--- config.mk ---
export PLATFORM = sky130hd
export DESIGN_NAME = seq_multiplier
export DESIGN_NICKNAME = d
export VERILOG_FILES = /design/src/rtl/seq_multiplier.sv
export SDC_FILE = /design/constraint.sdc
export NUM_CORES = 1
export LEC_CHECK = 0
export CAP_MARGIN = 20
export CORE_ASPECT_RATIO = 1.5
export CORE_MARGIN = 2
export CORE_UTILIZATION = 30
export CTS_CLUSTER_DIAMETER = 200
export DETAILED_ROUTE_END_ITERATION = 10
export SYNTH_ARGS = -nofsm -noshare
export SYNTH_HDL_FRONTEND = slang
export SYNTH_SLANG_ARGS = --single-unit
--- constraint.sdc ---
create_clock -name clk -period 3.7 [get_ports clk]
set_clock_uncertainty 0.2 [all_clocks]
set_input_delay 0.37 -clock clk [delete_from_list [all_inputs] [get_ports clk]]
set_output_delay 0.37 -clock clk [all_outputs]
set_load 0.05 [all_outputs]
--- src/rtl/seq_multiplier.sv ---
// Sequential 32x32 shift-add multiplier: AND gate, 33-bit add, 64-bit shift register, 32 busy cycles.
// Optional two's-complement mode is enabled by defining SEQ_MUL_SIGNED_EN.
module seq_multiplier (
   input  logic        clk,
   input  logic        rst,
   input  logic        start,
   input  logic [31:0] multiplicand,
   input  logic [31:0] multiplier,
   output logic [63:0] result,
   output logic        ready
);

   typedef enum logic {IDLE, BUSY} state_t;

   state_t      state;
   logic [31:0] mcand;
   logic [5:0]  count;
   logic [31:0] and_out;
   logic [32:0] add_out;
   logic [63:0] shifted;
   logic [31:0] load_a;
   logic [31:0] load_b;

`ifdef SEQ_MUL_SIGNED_EN
   logic        sign;
   logic [63:0] final_val;

   // Magnitudes only; -2^31 maps to unsigned 2^31, which fits in 32 bits.
   always_comb begin
      load_a    = multiplicand[31] ? (~multiplicand + 32'd1) : multiplicand;
      load_b    = multiplier[31]   ? (~multiplier + 32'd1)   : multiplier;
      final_val = sign ? (~shifted + 64'd1) : shifted;
   end
`else
   always_comb begin
      load_a = multiplicand;
      load_b = multiplier;
   end
`endif

   always_comb begin
      and_out = mcand & {32{result[0]}};
      add_out = {1'b0, result[63:32]} + {1'b0, and_out};
      shifted = {add_out, result[31:1]};
   end

   always_ff @(posedge clk) begin
      if (rst) begin
         state  <= IDLE;
         ready  <= 1'b1;
         result <= 64'd0;
         mcand  <= 32'd0;
         count  <= 6'd0;
`ifdef SEQ_MUL_SIGNED_EN
         sign   <= 1'b0;
`endif
      end else begin
         case (state)
            IDLE: begin
               if (start) begin
                  result <= {32'd0, load_b};
                  mcand  <= load_a;
                  count  <= 6'd32;
                  state  <= BUSY;
                  ready  <= 1'b0;
`ifdef SEQ_MUL_SIGNED_EN
                  sign   <= multiplicand[31] ^ multiplier[31];
`endif
               end
            end
            BUSY: begin
               count <= count - 6'd1;
               if (count == 6'd1) begin
`ifdef SEQ_MUL_SIGNED_EN
                  result <= final_val;
`else
                  result <= shifted;
`endif
                  state  <= IDLE;
                  ready  <= 1'b1;
               end else begin
                  result <= shifted;
               end
            end
            default: begin
               state <= IDLE;
               ready <= 1'b1;
            end
         endcase
      end
   end

endmodule

==> impl_metrics.env <==
export IMPL_cap_viol_max_count=0
export IMPL_gr_usage_all_layers=0.165
export IMPL_number_of_buffer_and_inverter_instances_along_the_worst_setup_path=2
export IMPL_timing_hold_worst_class="flop to flop"
export IMPL_nNetsFinal=982
export IMPL_syn_avg_cell_area_um2=7.72
export IMPL_maxSlewHeadroom=0.300
export IMPL_cp_startpoint_kind="flop"
export IMPL_highest_delay_cell_along_the_critical_path="sky130_fd_sc_hd__fa_1"
export IMPL_leading_cell_type_in_the_layout_fill_and_taps_excluded="sky130_fd_sc_hd__clkdlybuf4s50_1"
export IMPL_initialDrtViolationCount=229
export IMPL_drc_errors_left=0
export IMPL_clock_insertion_delay_worst_skew_ns=0.36
export IMPL_async_set_or_reset_register_ratio_after_synthesis=0
export IMPL_ios=132
export IMPL_cts_tree="built"
export IMPL_crit_path_cell_trace="buf_4 > and2_1 > ha_1 > inv_1 > fa_1 > nor2b_1 > o2111ai_1 > a211oi_1 > nor2_1 > o31ai_1 > nor3_1 > a211o_1"
export IMPL_synth_enable_flop_cells=0
export IMPL_diodes=0
export IMPL_commonest_cells_after_routing_fill_and_taps_aside="sky130_fd_sc_hd__clkdlybuf4s50_1, sky130_fd_sc_hd__nand2_1, sky130_fd_sc_hd__dfxtp_1, sky130_fd_sc_hd__a21oi_1, sky130_fd_sc_hd__nor2_1"
export IMPL_cts_max_level=3
export IMPL_final_seq_area_mm2=0.00209
export IMPL_delay_of_the_slowest_cell_on_the_worst_path_ns=0.39
export IMPL_finalWirelength_um=17100
export IMPL_p_leak_nw=3.13
export IMPL_cts_root_buf="sky130_fd_sc_hd__clkbuf_16"
export IMPL_synth_warnings=0
export IMPL_seq_area_frac_synth=0.348
export IMPL_layout_filler_cells=2045
export IMPL_die_h_um=177
export IMPL_detailedRoute_firstPassIterationCount=4
export IMPL_cts_path_max_buffers=2
export IMPL_start_util=0.305
export IMPL_synthFlopType="sky130_fd_sc_hd__dfxtp_1"
export IMPL_timing_hold_ws_ns=0.250
export IMPL_cp_end_kind="flop"
export IMPL_crit_arrival_ns=3.23
export IMPL_place_detailed_hpwl_um=12600
export IMPL_multi_input_area_mm2=0.00367
export IMPL_synth_lib_cells_used_distinct=59
export IMPL_number_of_synthesized_register_bits=104
export IMPL_clk_transition_reported_paths_ns=0.08
export IMPL_viasPerCell=4.97
export IMPL_post_synth_inst_count=774
export IMPL_cp_max_fo=13
export IMPL_crit_required_ns=3.74
export IMPL_die_width_um=119
export IMPL_status="complete, no violations"
export IMPL_largest_net_degree_at_the_start_of_global_routing=102
export IMPL_cts_buffers=9
export IMPL_final_setup_tns_ns=0
export IMPL_cts_hold_fix_buffers=0
export IMPL_power_density_mw_per_mm2=332
export IMPL_drive_gt1_frac=0.0475
export IMPL_setup_violation_total_in_the_final_timing_report=0
export IMPL_die_area_mm2=0.0211
export IMPL_core_rowCount=63
export IMPL_tightestPinTransition_ns=1.05
export IMPL_synth_area_mm2=0.00598
export IMPL_clock_sinks=104
export IMPL_routabilityCongestion=0.833
export IMPL_first_global_vias=5753
export IMPL_postRouteAntennaNets=0
export IMPL_num_vias=5689
export IMPL_layout_worst_path_cycle_share=0.863
export IMPL_worst_path_dominant_cell_family="compound AO/OA/AOI/OAI gates"
export IMPL_setup_repair_after_global_routing_missed_its_margin="false"
export IMPL_achievable_frequency_mhz=313
export IMPL_core_area_mm2=0.0196
export IMPL_port_buffer_count=131
export IMPL_final_hold_violation_count=0
export IMPL_routedWlPerCell_um=14.9
export IMPL_vdd_ir_drop_worst_mv=0.198
export IMPL_final_min_clock_period_ns=3.19
export IMPL_postSynthNetCount=876
export IMPL_grt_antenna_before_repair=0
export IMPL_cts_repair_resized_insts=0
export IMPL_cts_repair_timing_setup_buffer_count=0
export IMPL_grt_ovfl_total=0
export IMPL_slew_violations=0
export IMPL_area_delta_synth_final_pct=30.7
export IMPL_timing_setup_critical_path_class="flop to flop"
export IMPL_wire_length_of_the_first_global_routing_pass_um=28100
-- metal layers --
| layer | part of all wire | vias to the layer above | global-route usage |
|---|---|---|---|
| met1 | 0.39 | 2627 | 0.175 |
| met5 | 0 | - | 0 |
| met2 | 0.51 | 130 | 0.308 |
| li1 | - | 2906 | - |
| met4 | 0.026 | 0 | 0.0650 |
| met3 | 0.068 | 26 | 0.0435 |
-- cell usage after synthesis (4+ instances only) --
cell type,number,share of area
sky130_fd_sc_hd__a211oi_1,4,0.0050
sky130_fd_sc_hd__a21o_1,7,0.0088
sky130_fd_sc_hd__a21oi_1,100,0.084
sky130_fd_sc_hd__a22oi_1,6,0.0075
sky130_fd_sc_hd__a32o_1,4,0.0067
sky130_fd_sc_hd__and2_1,33,0.035
sky130_fd_sc_hd__and3_1,5,0.0052
sky130_fd_sc_hd__clkbuf_1,42,0.026
sky130_fd_sc_hd__dfxtp_1,104,0.35
sky130_fd_sc_hd__ha_1,34,0.071
sky130_fd_sc_hd__inv_1,18,0.011
sky130_fd_sc_hd__mux2i_1,34,0.057
sky130_fd_sc_hd__nand2_1,117,0.073
sky130_fd_sc_hd__nand2b_1,5,0.0052
sky130_fd_sc_hd__nand3_1,13,0.011
sky130_fd_sc_hd__nand4_1,4,0.0042
sky130_fd_sc_hd__nor2_1,99,0.062
sky130_fd_sc_hd__nor2b_1,5,0.0052
sky130_fd_sc_hd__nor3_1,12,0.010
sky130_fd_sc_hd__nor3b_1,10,0.013
sky130_fd_sc_hd__o211ai_1,6,0.0075
sky130_fd_sc_hd__o21a_1,6,0.0075
sky130_fd_sc_hd__o21ai_0,31,0.026
sky130_fd_sc_hd__or3_1,6,0.0063
sky130_fd_sc_hd__xnor2_1,13,0.019
sky130_fd_sc_hd__xor2_1,9,0.013
-- power breakdown --
group / total [mW] / internal (mW) / switching [mW]
Clock: 0.938 / 0.484 / 0.453
Combinational: 0.426 / 0.184 / 0.242
Sequential: 1.23 / 1.17 / 0.0600
Total: 2.59 / 1.84 / 0.755
-- cell families after synthesis --
family,count (synthesis),synth area share
buf+inv,64,0.0404
xor+xnor,22,0.0322
fa+ha+maj,35,0.0745
mux,34,0.0569
simple gates,313,0.236
compound gates,202,0.212
flops,104,0.348
-- metrics by stage --
stage / instances / area [µm²] / worst slack (ns) / total power, mW / utilization
floorplan: 774 / 5980 / 0.522 / 1.51 / -
global placement: 1129 / 7520 / 0.615 / 1.68 / 0.383
detailed placement: 1129 / 7520 / 0.517 / 1.69 / 0.383
CTS: 1145 / 7810 / 0.488 / 2.63 / 0.398
global route: 1145 / 7810 / 0.188 / 2.72 / 0.398
finish: 1145 / 7810 / 0.505 / 2.59 / 0.398
-- registers in the layout, summed over array words and instances (netlist names) --
signal,cells
count,6
mcand,32
state,1
ready,1
result,64
-- layout make-up --
| type | instances | area share |
|---|---|---|
| clock buffers | 10 | 0.0306 |
| clock inverters | 6 | 0.00625 |
| inverters | 18 | 0.00865 |
| multi-input cells | 606 | 0.470 |
| flip-flops and latches | 104 | 0.267 |
| well taps | 260 | 0.0417 |
| repair buffers | 141 | 0.176 |
-- worst register-to-register path: stages (launching register included) --
cell and delay [ns]:
sky130_fd_sc_hd__dfxtp_1 0.33, sky130_fd_sc_hd__buf_4 0.17, sky130_fd_sc_hd__and2_1 0.14, sky130_fd_sc_hd__ha_1 0.16
sky130_fd_sc_hd__inv_1 0.05, sky130_fd_sc_hd__fa_1 0.39, sky130_fd_sc_hd__nor2b_1 0.18, sky130_fd_sc_hd__o2111ai_1 0.15
sky130_fd_sc_hd__a211oi_1 0.37, sky130_fd_sc_hd__nor2_1 0.18, sky130_fd_sc_hd__o31ai_1 0.35, sky130_fd_sc_hd__nor3_1 0.09
sky130_fd_sc_hd__a211o_1 0.30
-- worst paths after layout --
kind | startpoint | end | slack, ns | cells past startpoint
worst max-delay path | result[0] | result[45] | 0.51 | 12
worst min-delay path | mcand[27] | mcand[27] | 0.25 | 2
worst min register to register | mcand[27] | mcand[27] | 0.25 | 2
worst max register to register | result[0] | result[45] | 0.51 | 12
Note: power is estimated with default switching activity, not from simulation.
